## config.mk

```make
export PLATFORM = sky130hd
export DESIGN_NAME = imem_uart_loader
export DESIGN_NICKNAME = d
export VERILOG_FILES = /design/src/rtl/imem_uart_loader.sv
export SDC_FILE = /design/constraint.sdc
export NUM_CORES = 1
export LEC_CHECK = 0
export BUFFER_PORTS_ARGS = -buffer_cell sky130_fd_sc_hd__buf_2
export CAP_MARGIN = 0
export CORE_MARGIN = 4
export CORE_UTILIZATION = 54
export DETAILED_ROUTE_END_ITERATION = 10
export GPL_ROUTABILITY_DRIVEN = 0
export PLACE_DENSITY = 0.71
export REMOVE_ABC_BUFFERS = 1
export SKIP_CTS_REPAIR_TIMING = 1
export SLEW_MARGIN = 5
export SYNTH_ARGS = -nofsm -noshare
export SYNTH_HDL_FRONTEND = slang
export SYNTH_SLANG_ARGS = --single-unit
```

## constraint.sdc

```tcl
create_clock -name clk -period 2.1 [get_ports clk]
set_input_delay 0.525 -clock clk [delete_from_list [all_inputs] [get_ports clk]]
set_output_delay 0.525 -clock clk [all_outputs]
set_load 0.02 [all_outputs]
```

## src/rtl/imem_uart_loader.sv

```systemverilog
// imem_uart_loader: UART boot loader that writes a framed image into instruction memory; IMEM_LOADER_CHECKSUM_EN adds a trailing XOR checksum byte.
module imem_uart_loader #(
    parameter int CLKS_PER_BIT = 434,
    parameter int ADDR_WIDTH   = 8
) (
    input  logic                  clk,
    input  logic                  reset,
    input  logic                  rx,
    output logic                  imem_we,
    output logic [ADDR_WIDTH-1:0] imem_addr,
    output logic [31:0]           imem_wdata,
    output logic                  core_hold,
    output logic                  done,
    output logic                  error
);
    localparam int CW = $clog2(CLKS_PER_BIT + 1);
    localparam logic [CW-1:0] FULL = CW'(CLKS_PER_BIT - 1);
    localparam logic [CW-1:0] HALF = CW'(CLKS_PER_BIT / 2 - 1);
    typedef enum logic [1:0] {RX_IDLE, RX_START, RX_DATA, RX_STOP} rx_t;
    typedef enum logic [1:0] {L_IDLE, L_COUNT, L_DATA, L_CHECK} ld_t;
    rx_t rx_st_q, rx_st_d;
    ld_t ld_q, ld_d;
    logic rx_s1_q, rx_s1_d, rx_s2_q, rx_s2_d, rx_s3_q, rx_s3_d;
    logic [CW-1:0] cnt_q, cnt_d;
    logic [2:0] bit_q, bit_d;
    logic [7:0] sh_q, sh_d;
    logic bv_q, bv_d, fe_q, fe_d;
    logic [7:0] n_q, n_d;
    logic [8:0] wcnt_q, wcnt_d, tgt;
    logic [ADDR_WIDTH-1:0] addr_q, addr_d, wa_q, wa_d;
    logic [23:0] asm_q, asm_d;
    logic [1:0] bi_q, bi_d;
    logic [31:0] wd_q, wd_d;
    logic we_q, we_d, hold_q, hold_d, done_q, done_d, err_q, err_d, ok_q, ok_d;
`ifdef IMEM_LOADER_CHECKSUM_EN
    logic [7:0] xor_q, xor_d;
`endif
    always_comb begin
        rx_s1_d = rx;
        rx_s2_d = rx_s1_q;
        rx_s3_d = rx_s2_q;
        rx_st_d = rx_st_q;
        cnt_d = cnt_q + CW'(1);
        bit_d = bit_q;
        sh_d = sh_q;
        bv_d = 1'b0;
        fe_d = 1'b0;
        case (rx_st_q)
            RX_IDLE: begin
                cnt_d = '0;
                rx_st_d = (rx_s3_q & ~rx_s2_q) ? RX_START : RX_IDLE;
            end
            RX_START: if (cnt_q == HALF) begin
                cnt_d = '0;
                bit_d = '0;
                rx_st_d = rx_s2_q ? RX_IDLE : RX_DATA;
            end
            RX_DATA: if (cnt_q == FULL) begin
                cnt_d = '0;
                sh_d = {rx_s2_q, sh_q[7:1]};
                bit_d = bit_q + 3'd1;
                rx_st_d = (bit_q == 3'd7) ? RX_STOP : RX_DATA;
            end
            RX_STOP: if (cnt_q == FULL) begin
                bv_d = rx_s2_q;
                fe_d = ~rx_s2_q;
                rx_st_d = RX_IDLE;
            end
        endcase
    end
    assign tgt = (n_q == 8'd0) ? 9'd256 : {1'b0, n_q};
    always_comb begin
        ld_d = ld_q;
        n_d = n_q;
        wcnt_d = wcnt_q;
        addr_d = addr_q;
        asm_d = asm_q;
        bi_d = bi_q;
        wa_d = wa_q;
        wd_d = wd_q;
        we_d = 1'b0;
        ok_d = 1'b0;
        err_d = err_q;
        done_d = done_q | ok_q;
        hold_d = hold_q & ~done_q;
`ifdef IMEM_LOADER_CHECKSUM_EN
        xor_d = xor_q;
`endif
        case (ld_q)
            L_IDLE: if (bv_q && sh_q == 8'hA5) begin
                ld_d = L_COUNT;
                hold_d = 1'b1;
                done_d = 1'b0;
                err_d = 1'b0;
                wcnt_d = '0;
                addr_d = '0;
                bi_d = '0;
`ifdef IMEM_LOADER_CHECKSUM_EN
                xor_d = '0;
`endif
            end
            L_COUNT: if (bv_q) begin
                n_d = sh_q;
                ld_d = L_DATA;
            end
            L_DATA: if (bv_q) begin
`ifdef IMEM_LOADER_CHECKSUM_EN
                xor_d = xor_q ^ sh_q;
`endif
                bi_d = bi_q + 2'd1;
                asm_d = {sh_q, asm_q[23:8]};
                if (bi_q == 2'd3) begin
                    we_d = 1'b1;
                    wd_d = {sh_q, asm_q};
                    wa_d = addr_q;
                    addr_d = addr_q + ADDR_WIDTH'(1);
                    wcnt_d = wcnt_q + 9'd1;
                    if (wcnt_q + 9'd1 == tgt) begin
`ifdef IMEM_LOADER_CHECKSUM_EN
                        ld_d = L_CHECK;
`else
                        ld_d = L_IDLE;
                        ok_d = 1'b1;
`endif
                    end
                end
            end
`ifdef IMEM_LOADER_CHECKSUM_EN
            L_CHECK: if (bv_q) begin
                ld_d = L_IDLE;
                ok_d = (sh_q == xor_q);
                err_d = (sh_q != xor_q);
            end
`endif
            default: ;
        endcase
        if (fe_q && ld_q != L_IDLE) begin
            err_d = 1'b1;
            ld_d = L_IDLE;
        end
    end
    always_ff @(posedge clk) begin
        if (reset) begin
            {rx_s1_q, rx_s2_q, rx_s3_q} <= 3'b111;
            rx_st_q <= RX_IDLE;
            cnt_q <= '0;
            bit_q <= '0;
            sh_q <= '0;
            bv_q <= 1'b0;
            fe_q <= 1'b0;
            ld_q <= L_IDLE;
            n_q <= '0;
            wcnt_q <= '0;
            addr_q <= '0;
            asm_q <= '0;
            bi_q <= '0;
            wa_q <= '0;
            wd_q <= '0;
            we_q <= 1'b0;
            ok_q <= 1'b0;
            hold_q <= 1'b1;
            done_q <= 1'b0;
            err_q <= 1'b0;
`ifdef IMEM_LOADER_CHECKSUM_EN
            xor_q <= '0;
`endif
        end else begin
            {rx_s1_q, rx_s2_q, rx_s3_q} <= {rx_s1_d, rx_s2_d, rx_s3_d};
            rx_st_q <= rx_st_d;
            cnt_q <= cnt_d;
            bit_q <= bit_d;
            sh_q <= sh_d;
            bv_q <= bv_d;
            fe_q <= fe_d;
            ld_q <= ld_d;
            n_q <= n_d;
            wcnt_q <= wcnt_d;
            addr_q <= addr_d;
            asm_q <= asm_d;
            bi_q <= bi_d;
            wa_q <= wa_d;
            wd_q <= wd_d;
            we_q <= we_d;
            ok_q <= ok_d;
            hold_q <= hold_d;
            done_q <= done_d;
            err_q <= err_d;
`ifdef IMEM_LOADER_CHECKSUM_EN
            xor_q <= xor_d;
`endif
        end
    end
    assign imem_we = we_q;
    assign imem_addr = wa_q;
    assign imem_wdata = wd_q;
    assign core_hold = hold_q;
    assign done = done_q;
    assign error = err_q;
endmodule

```

==> impl_summary.md, run 1 <==
Die
Row generation in the floorplan step produced 35 rows. The region available for standard cell placement spans 9330 sq um. The die is 106 um tall.

The die boundary width is 106 um. The floorplan step defined a die boundary enclosing 11,300 sq um. The top-level I/O count is 47.

The initial standard-cell utilization of the core is 0.561.

CTS
The H-tree generated during clock tree synthesis spans 4 levels. The clock passes through at most 2 buffers. The TritonCTS clock tree is done.

The source-to-sink clock delay at the later pin of the worst-skew pair is 0.51 ns. Clock tree synthesis found a total of 125 sinks. The root buffer cell is clkbuf_8. Buffers inserted during clock tree synthesis total 17. The post-CTS clock slew at the launch and capture registers of the worst setup and hold paths is 0.06 ns.

Yosys
Counting flops with a built-in enable in the synthesized netlist gives 0. The sequential area share after synthesis is 0.478. Synthesis instantiated 59 different standard cells from the library. Synthesis inferred 125 register bits. For this run, the number of Yosys warnings is 0. The average instance in the mapped netlist occupies 8.29 sq um.

The prevailing post-synth register cell is dfxtp_1. In this run the cell area of the synthesized design comes to 5230 sq um. The synthesized instance count is 631. The proportion of synthesized flip-flops having asynchronous set or reset is 0.

Worst setup path
The critical path goes through or4_1, or3_4, a21oi_4, o21ai_2, o22ai_2, mux2i_1. STA classifies the critical path startpoint as a register. The worst setup path is of the reg -> reg kind. Data arrives at the worst endpoint at 2.46 ns. The critical path contains buffers and inverters numbering 0 combined. The endpoint of the worst setup timing path is ld_q[1]. The critical-path cell with the highest stage delay is or4_1. The worst stage delay on the critical path is 0.58 ns. Counting cells, the worst reg-to-reg path comes to 6. The setup check on the worst reg-to-reg path leaves a slack of 0.08 ns. The cell family contributing the most delay on the critical path is simple AND/OR/NAND/NOR gates. The reg-to-reg endpoint is ld_q[1]. The total stage count of the critical path is 6. In this run the worst path has a maximum fanout of 3.

The startpoint of the worst register-to-register path is n_q[7]. The critical path capture point type is a register. The launching element of the worst setup path is n_q[7]. Data on the critical path is required at its endpoint by 2.53 ns.

Worst hold path
The worst min-delay path class is in -> reg.

Place
The number of port buffers is 46. After legalization and detailed placement, the total HPWL measured 7340 um.

Route
The final routed DRC violation total is 0. The count of vias placed by the detailed router is 4,387. The mean routed wirelength per cell is 13.6 um. The routed wire length is 11,200 um.

In the routed layout, each cell is associated on average with a via count of 5.31. Once detail routing completed, the nets flagged for antenna violations numbered 0. The count of routing violations after the opening detailed-route iteration is 241. The first detailed-routing pass took 4 iterations.

Run status
The flow ran to the end, and the final reports show no timing, DRC or antenna violations.

Power
The share of total power dissipated in the clock network is 0.552. Of the total power, combinational logic draws 0.011. For this design the total switching power over the nets is 1.20 mW.

The cell area power density is 862 nW/um^2. The maximum ir drop on the vdd rail is 546 uV. Of the total power, registers draw 0.438. Cell internal power was estimated by the tool at 4.24 mW.

Of the total power, the share spent switching nets is 0.220. The final total power is 5.44 mW. The static leakage power is 2.35 nW.

STA
Derived from the worst setup path, the maximum achievable clock frequency is 495 MHz. The sum of negative setup slack is 0 ns. The final worst clock skew is 0.00937 ns. Setup violations remaining at the end of the flow were counted as 0. The final-report hold violation count was 0. At the pin with the least slew margin, the transition time is 0.567 ns. The worst relative slew slack is 0.621. The minimum clock period after layout is 2.02 ns.

The number of pins with negative max-slew slack in the final report came to 0. The worst hold margin is 0.197 ns. In the finished design, the share of the clock period the worst path needs comes to 0.963.

Layout
The layout overhead on the synthesized area is 20.5%. The diode insertion count for antenna repair is 0. The share of cells above drive strength 1 is 0.185. The layout net count is 700.

GRT
The number of antenna violations at the first check in global routing is 0. The global-route congestion overflow total is 0. Entering global routing, the biggest net connects 43 pins. The global-route usage over all layers is 0.204. The via count of the first global-routing pass came to 4,188. The first-pass GRT wire length is 19,000 um.

Run
The tool flagged a number of max-cap violations equal to 0.
[registers in the layout (all words and copies together), names as in the netlist, 2 cells and up, named ones only]
| name | flops |
|---|---|
| ld_q | 2 |
| bit_q | 3 |
| cnt_q | 9 |
| sh_q | 8 |
| asm_q | 24 |
| bi_q | 2 |
| n_q | 8 |
| wcnt_q | 9 |
| imem_addr | 8 |
| addr_q | 8 |
| imem_wdata | 32 |
[area by class of cell]
class	count	area, sq um
Multi-Input combinational cell	457	2530
Inverter	10	37.5
Sequential cell	125	2500
Timing Repair Buffer	73	460
Clock inverter	15	203
Tap cell	129	161
Fill cell	745	3020
Clock buffer	17	414
[logic make-up (layout without fill, tap and decap cells)]
family,Yosys count,after routing,synth area share
AND/OR/NAND/NOR,293,293,0.259
flip-flops,125,125,0.478
multiplexers,11,11,0.0210
AO/OA/AOI/OAI,120,120,0.133
adder cells (fa/ha/maj),13,13,0.0311
buffers and inverters,49,115,0.0438
XOR/XNOR,20,20,0.0335
[stage by stage]
stage	worst slack, ns	utilization	instances	instance area, sq um
floorplan	-0.545	-	592	5040
global placement	0.149	0.607	793	5660
detailed placement	0.0883	0.607	793	5660
CTS	0.0420	0.673	825	6280
global route	-0.0125	0.676	826	6310
finish	0.0783	0.676	826	6310
[synthesized netlist by cell type, drive strengths merged (2+ instances only)]
master | n | area (sq um)
a21o | 2 | 16.3
a21oi | 87 | 439
a22oi | 4 | 30.0
and2 | 2 | 12.5
and3 | 4 | 31.3
and4 | 2 | 17.5
buf | 6 | 36.3
clkbuf | 33 | 155
dfxtp | 125 | 2500
ha | 13 | 163
inv | 10 | 37.5
mux2i | 11 | 110
nand2 | 165 | 619
nand3 | 23 | 120
nand3b | 3 | 22.5
nand4 | 3 | 18.8
nand4b | 2 | 32.5
nor2 | 45 | 171
nor2b | 6 | 37.5
nor3 | 13 | 70.1
nor4 | 3 | 33.8
nor4b | 2 | 17.5
o21a | 4 | 30.0
o21ai | 14 | 77.6
or2 | 5 | 31.3
or3 | 5 | 36.3
or4 | 3 | 22.5
xnor2 | 14 | 123
xor2 | 6 | 52.6
[how the worst min path moves through the flow]
stage | startpoint | endpoint | slack [ns] | depth (start not counted)
global route | rx | rx_s1_q | 0.19 | 2
floorplan | rx_s1_q | rx_s2_q | 0.39 | 1
global placement | rx_s1_q | rx_s2_q | 0.40 | 1
detailed placement | rx_s1_q | rx_s2_q | 0.40 | 1
CTS | rx | rx_s1_q | 0.18 | 2
finish | rx | rx_s1_q | 0.20 | 2
[layer usage]
layer  vias up  wire length [um]  track usage  share of wire
li1       2227                 -            -              -
met3        11               497       0.0583          0.044
met4         0               108       0.0594         0.0096
met5         -                 0            0              0
met2        93              5510        0.344           0.49
met1      2056              5090        0.255           0.45
[power groups by stage]
stage	registers, mW	logic [mW]	clock network, mW
floorplan	2.43	0.0138	0
detailed placement	2.43	0.0573	0
global placement	2.43	0.0562	0
global route	2.38	0.0645	3.17
finish	2.38	0.0581	3.00
CTS	2.38	0.0575	3.06
[cell usage in the layout, fill, tap and decap left out, types with 3 or more instances in the layout]
cell       instances
nand3b_1           3
inv_6              6
ha_1              13
nor2b_1            6
nor2_1            44
inv_1             10
o21ai_0           11
bufinv_16          3
nand2_1          165
xnor2_1           14
mux2i_1           11
or3_1              4
nand3_1           22
o21a_1             4
dfxtp_1          124
or2_2              5
buf_2             45
nand4_1            3
a21oi_1           86
a22oi_1            4
buf_4             26
clkbuf_16         16
xor2_1             6
nor3_1            12
No activity file was read; power rests on OpenSTA's default activity.
==> run 2, diff against run 1 <==
--- a/config.mk
+++ b/config.mk
@@ -5,6 +5,7 @@
 export SDC_FILE = /design/constraint.sdc
 export NUM_CORES = 1
 export LEC_CHECK = 0
+export ABC_AREA = 1
 export BUFFER_PORTS_ARGS = -buffer_cell sky130_fd_sc_hd__buf_2
 export CAP_MARGIN = 0
 export CORE_MARGIN = 4
==> impl_summary.md, run 2 <==
Power
The internal power consumption is 4.16 mW (-1.9%). The fraction of power spent switching nets is 0.234 (+0.0140). The final total power is 5.43 mW (about the same). The proportion of power drawn by combinational gates was 0.026 (+0.015). The static leakage power is 2.65 nW (+13%). The sequential group share of total power is 0.443 (+0.005).

The switching power total came to 1.27 mW (+6.3%). The cell area power density is 881 nW/um^2 (+2.2%). The clock network power share is 0.531 (-0.021).

The maximum ir drop on the vdd rail is 613 uV (+12%).

STA
The worst setup slack after layout came to 0.154 ns (+0.0760 ns). The post-route clock period utilization was 0.927 (-0.0362). The final-report hold violation count came to 0 (unchanged). Setup repair after global routing left no endpoint under its margin. The minimum clock period after layout is 1.95 ns (-0.0760 ns). The number of pins with negative max-slew slack in the final report is 0 (unchanged). The fmax was 514 MHz (+3.9%).

The worst relative slew slack is 0.678 (+0.0571). The sum of negative setup slack is 0 ns (unchanged). The count of endpoints failing setup in the final report was 0 (unchanged). The worst hold margin was 0.196 ns (-0.00106 ns). The final worst clock skew is 0.00694 ns (-0.00243 ns).

The slew of the pin with the lowest slew margin is 0.478 ns (-0.0888 ns).

Yosys
In the synthesized netlist the dominant register cell turns out to be dfxtp_1. The distinct cell type count after synthesis is 34 (-42%). The sequential area share after synthesis came to 0.480 (+0.00207). The cell accounting for the most synthesized area is dfxtp_1. The post-synthesis average cell area came to 7.50 sq um (-9.6%).

The proportion of synthesized flip-flops having asynchronous set or reset is 0 (unchanged). By instance count, the leading cell after synthesis is dfxtp_1. In the post-synthesis netlist, the biggest area contributors are dfxtp_1 48%, nor2_1 8.9%, o21ai_0 8.0%, nand2_1 6.7%, a21oi_1 5.9%. The synthesized instance count was 695 (+10%). After synthesis, the most frequently instantiated cells are 125 x dfxtp_1, 124 x nor2_1, 93 x nand2_1, 83 x o21ai_0.

The number of synthesized flops with an enable pin was 0 (unchanged). The post-synthesis instance area came to 5210 sq um (-0.43%). The number of warnings printed during yosys synthesis came to 0 (unchanged). The flop and latch count out of synthesis is 125 (unchanged).

The area share of the largest cell type after synthesis is 0.480 (+0.00207).

Place
The detailed placer's ending HPWL was 8200 um (+12%). The number of port buffers was 46 (unchanged). The worst setup slack before clock tree synthesis is 0.221 ns (+0.133 ns). The post-placement cell count is 853 (+7.6%). The cell area reported after detailed placement is 5580 sq um (-1.5%).

Route
The count of vias placed by the detailed router is 4,715 (+7.5%). The count of routing violations after the opening detailed-route iteration was 358 (+49%). The final routed DRC violation total was 0 (unchanged). The detailed-routing iteration count for the pre-antenna-repair pass was 5 (+1). The post-detailed-route via-to-cell ratio is 5.33 (+0.31%).

The post-detailed-route count of antenna-violating nets is 0 (unchanged). The routed wire length is 12,000 um (+7.4%). The mean routed wirelength per cell came to 13.6 um (+0.23%).

Run
The number of violations of the max-capacitance limit is 0 (unchanged).

Worst setup path
The maximum fanout count along the critical path is 12 (+9). The start-to-end type of the worst setup path is reg -> reg. The data arrival time of the critical path is 2.37 ns (-0.09 ns).

The worst stage delay on the critical path came to 0.42 ns (-0.16 ns). The sort of element at the start of the critical path is a register. The buffering stage count on the worst path with inverters included is 3 (+3). The critical path capture point type is a register. The total stage count of the critical path is 8 (+2). The critical path goes through inv_1, ha_1, nand2_2, nor2_4, inv_2, nor2_1, inv_1, o21ai_0. The cell family with the largest share of critical-path delay is simple AND/OR/NAND/NOR gates.

The cell that appears most often on the critical path is inv_1. The required time of the worst setup path was 2.52 ns (about the same). On the critical path, the stage with the largest delay is an instance of ha_1.

The count of cells along the worst register-to-register path is 8 (+2).

CTS
The source-to-sink clock delay at the later pin of the worst-skew pair was 0.51 ns (about the same). The maximum number of buffers from clock root to sink came to 2 (unchanged). The TritonCTS sink count is 125 (unchanged).

The TritonCTS clock tree is done. The root buffer cell is clkbuf_8. The post-CTS clock slew at the launch and capture registers of the worst setup and hold paths came to 0.06 ns (about the same). The clock buffer count from CTS is 17 (unchanged). The level count of the clock H-tree was 4 (unchanged).

Layout
The flip-flop count of the largest register, all copies and words added is 32 (unchanged). The post-layout instance area is 6160 sq um (-2.2%). The diode insertion count for antenna repair is 0 (unchanged).

The number of fillers in the final layout is 830 (+11%). Relative to the synthesized area, the layout overhead comes to 18.3%. The share of cells above drive strength 1 is 0.149 (-0.0356). The layout net count is 759 (+8.4%). The register cell area after layout is 2500 sq um (about the same). The most common library cell in the layout ignoring fill and taps is dfxtp_1. The area taken by multi-input logic gates is 2330 sq um (-7.9%). The fraction of the core area covered by cells at the end of the flow came to 0.661 (-0.0152). In the layout the commonest cells are 125 x dfxtp_1, 124 x nor2_1, 93 x nand2_1.

The non-filler instance count after layout is 885 (+7.1%).

Die
The placeable core region was 9330 sq um (unchanged). The die boundary width is 106 um (-0.20%). The floorplan die area is 11,300 sq um (-0.39%). The top-level I/O count is 47 (unchanged). The placement row count was 35 (unchanged). The die extent in y is 106 um (-0.20%). The initial standard-cell utilization of the core was 0.559 (-0.00241).

GRT
The global-route congestion overflow total is 0 (unchanged). The via count of the first global-routing pass is 4,426 (+5.7%). The number of antenna violations at the first check in global routing was 0 (unchanged). The global-route usage over all layers is 0.225 (+0.0205). The first-pass GRT wire length is 20,600 um (+8.7%). The maximum number of pins on one net before global-route repair was 36 (-16%).

Run status
The run finished with clean final reports.

Worst hold path
The worst hold path belongs to the class in -> reg. The number of instances on the worst hold path came to 2 (unchanged).
-- run 2: changes by cell type in the layout (fill, tap and decap cells not counted), moves of 14 or more --
cell     delta
nand2_1    -72
buf_4      -14
nand3_1    +31
a21oi_1    -25
nor2_1     +80
o21ai_0    +72
inv_1      +50
-- run 2: worst paths after layout --
check | startpoint | endpoint | slack (ns)
setup / recovery | ld_q[0] | imem_wdata[23] | 0.15
hold / removal | rx | rx_s1_q | 0.20
setup reg to reg | ld_q[0] | imem_wdata[23] | 0.15
hold reg to reg | rx_s1_q | rx_s2_q | 0.42
-- run 2: kinds of logic (layout without fill, tap and decap cells) --
family,Yosys count,in the layout,share of synthesized area
compound gates,159,159,0.163
flops,125,125,0.480
buf+inv,96,157,0.0732
xor+xnor,7,7,0.0118
fa+ha+maj,13,13,0.0312
simple gates,295,295,0.241
-- run 2: power by group through the flow --
stage	Combinational, mW	Clock [mW]	Sequential (mW)
after detailed placement	0.143	0	2.46
after global placement	0.140	0	2.46
after global routing	0.168	3.07	2.41
after CTS	0.144	2.94	2.41
final	0.143	2.88	2.41
after floorplan	0.0955	0	2.45
-- run 2: worst reg2reg max path, cell delays in order (launching register included) --
cell	delay [ns]
dfxtp_1	0.34
inv_1	0.12
ha_1	0.42
nand2_2	0.14
nor2_4	0.13
inv_2	0.05
nor2_1	0.16
inv_1	0.24
o21ai_0	0.26
-- run 2: per-layer routing --
layer	global-route usage	up-vias	wire, um
met5	0	-	0
met4	0.0805	0	148
met3	0.0425	19	594
met2	0.387	122	6010
met1	0.280	2213	5290
li1	-	2361	-
-- run 2: cell type report --
type	instances	area share
inverter	66	0.0402
sequential	125	0.406
timing repair buffer	59	0.0552
clock inverter	15	0.0280
tap	129	0.0262
multi-input combinational	474	0.377
clock buffer	17	0.0672
==> run 3, diff against run 2 <==
--- a/config.mk
+++ b/config.mk
@@ -9,10 +9,10 @@
 export BUFFER_PORTS_ARGS = -buffer_cell sky130_fd_sc_hd__buf_2
 export CAP_MARGIN = 0
 export CORE_MARGIN = 4
-export CORE_UTILIZATION = 54
+export CORE_UTILIZATION = 51
 export DETAILED_ROUTE_END_ITERATION = 10
 export GPL_ROUTABILITY_DRIVEN = 0
-export PLACE_DENSITY = 0.71
+export PLACE_DENSITY = 0.68
 export REMOVE_ABC_BUFFERS = 1
 export SKIP_CTS_REPAIR_TIMING = 1
 export SLEW_MARGIN = 5
==> impl_summary.md, run 3 (synthesis gave the netlist of run 2 again) <==
Die
The floorplan die area is 11,900 sq um (+5.4%). The die extent in y is 109 um (+2.7%). The die boundary width came to 109 um (+2.7%). The placeable core region is 9860 sq um (+5.8%). The placement row count was 36 (+2.9%).

The initial standard-cell utilization of the core was 0.528 (-0.0304). The top-level I/O count is 47 (unchanged).

Layout
The layout net count came to 759 (unchanged). The register cell area after layout was 2500 sq um (about the same). The area taken by multi-input logic gates is 2330 sq um (+0.11%). The library cells used most frequently in the layout, excluding fill and tap cells, are 124 x nor2_1, 124 x dfxtp_1, 93 x nand2_1. The flip-flop count of the largest register, all copies and words added was 32 (unchanged). The number of fillers in the final layout came to 887 (+6.9%). The diode insertion count for antenna repair is 0 (unchanged).

The layout overhead on the synthesized area is 18.9%. The share of cells above drive strength 1 is 0.150 (+0.000198).

STA
The minimum clock period after layout is 1.94 ns (-0.000814 ns). The final worst clock skew is 0.00871 ns (+0.00177 ns). The fmax was 514 MHz (about the same).

The slew of the pin with the lowest slew margin is 0.428 ns (-0.0505 ns). The final-report hold violation count is 0 (unchanged). The sum of negative setup slack came to 0 ns (unchanged).

Setup repair after global routing left no endpoint under its margin. The worst setup slack after layout came to 0.155 ns (+0.000814 ns). The count of endpoints failing setup in the final report was 0 (unchanged). The worst relative slew slack is 0.712 (+0.0340). The post-route clock period utilization is 0.926 (about the same). The number of pins with negative max-slew slack in the final report was 0 (unchanged).

GRT
The global-route congestion overflow total is 0 (unchanged). The number of antenna violations at the first check in global routing is 0 (unchanged). The global-route usage over all layers is 0.221 (-0.00365). The maximum number of pins on one net before global-route repair came to 36 (unchanged). The first-pass GRT wire length is 20,700 um (+0.31%). The via count of the first global-routing pass came to 4,424 (-0.045%).

Power
The sequential group share of total power was 0.431 (-0.012). The switching power total is 1.15 mW (-9.8%). The internal power consumption is 4.45 mW (+6.8%). The proportion of power drawn by combinational gates was 0.025 (about the same). The cell area power density came to 903 nW/um^2 (+2.5%). The fraction of power spent switching nets came to 0.205 (-0.0289).

The maximum ir drop on the vdd rail is 470 uV (-23%). The final total power was 5.59 mW (+3.0%). The static leakage power is 2.66 nW (+0.24%). The clock network power share came to 0.544 (+0.013).

Route
The post-detailed-route via-to-cell ratio came to 5.30 (-0.55%). The post-detailed-route count of antenna-violating nets was 0 (unchanged). The final routed DRC violation total is 0 (unchanged). The mean routed wirelength per cell was 13.8 um (+1.8%). The routed wire length is 12,300 um (+2.1%). The detailed-routing iteration count for the pre-antenna-repair pass is 5 (unchanged). The count of vias placed by the detailed router came to 4,705 (-0.21%). The count of routing violations after the opening detailed-route iteration was 367 (+2.5%).

CTS
The source-to-sink clock delay at the later pin of the worst-skew pair is 0.52 ns (about the same). The maximum number of buffers from clock root to sink is 2 (unchanged). The post-CTS clock slew at the launch and capture registers of the worst setup and hold paths is 0.06 ns (about the same). The level count of the clock H-tree is 4 (unchanged).

The cell sitting at the root of the clock tree is a clkbuf_8. TritonCTS built the clock tree. The TritonCTS sink count was 125 (unchanged). The clock buffer count from CTS is 17 (unchanged).

Worst setup path
The start-to-end type of the worst setup path is reg -> reg. The critical path capture point type is a register. The required time of the worst setup path is 2.55 ns (+0.03 ns). The maximum fanout count along the critical path was 12 (unchanged). The sort of element at the start of the critical path is a register. The data arrival time of the critical path came to 2.39 ns (+0.02 ns).

Place
The worst setup slack before clock tree synthesis was 0.210 ns (-0.0108 ns). The detailed placer's ending HPWL came to 8360 um (+1.9%). The number of port buffers is 46 (unchanged).

Run
The number of violations of the max-capacitance limit was 0 (unchanged).

Run status
The run finished with clean final reports.

Worst hold path
The worst min-delay path class is in -> reg.
run 3: cell count changes in the layout (fill, tap and decap cells not counted), sizes merged:
cell and change:
clkbuf +4, bufinv +2, clkinvlp +1, inv -8
run 3: stage by stage:
step	cell area [sq um]	utilization	instances	hold slack, ns
after detailed placement	5570	0.565	857	0.401
final	6190	0.628	888	0.191
after floorplan	5080	-	665	0.389
after global routing	6190	0.628	888	0.185
after global placement	5570	0.565	857	0.394
after CTS	6190	0.628	888	0.169
run 3: per-layer routing:
layer / up-vias / wire length, um / part of all wire / track usage
li1: 2368 / - / - / -
met1: 2182 / 5550 / 0.45 / 0.274
met2: 132 / 5850 / 0.48 / 0.361
met3: 23 / 681 / 0.055 / 0.0657
met4: 0 / 223 / 0.018 / 0.0866
met5: - / 0 / 0 / 0
run 3: area by class of cell:
class / instances / share of cell area
Multi-Input combinational cell: 474 / 0.376
Clock inverter: 10 / 0.0261
Tap cell: 133 / 0.0269
Clock buffer: 21 / 0.0741
Sequential cell: 125 / 0.404
Inverter: 66 / 0.0400
Timing Repair Buffer: 59 / 0.0529
run 3: path summary, 6_finish.rpt:
kind,startpoint,to,slack (ns),cells past startpoint
max,sh_q[2],addr_q[2],0.16,9
min,rx,rx_s1_q,0.19,2
max reg2reg,sh_q[2],addr_q[2],0.16,9
min reg2reg,rx_s2_q,fe_q,0.41,1
run 3: power groups by stage:
stage | registers, mW | logic [mW] | clock network (mW)
after global placement | 2.46 | 0.137 | 0
after global routing | 2.41 | 0.167 | 3.20
after CTS | 2.41 | 0.142 | 3.08
after floorplan | 2.45 | 0.0955 | 0
final | 2.41 | 0.142 | 3.04
after detailed placement | 2.46 | 0.142 | 0
run 3: worst max-delay path, cell delays in order (launching register included):
cell and delay [ns]:
dfxtp_1 0.36, inv_1 0.11, nor4_2 0.26, nand4_1 0.24, nand2_2 0.14, inv_2 0.06
nor2_4 0.25, buf_4 0.22, nand3_1 0.08, a21oi_1 0.14
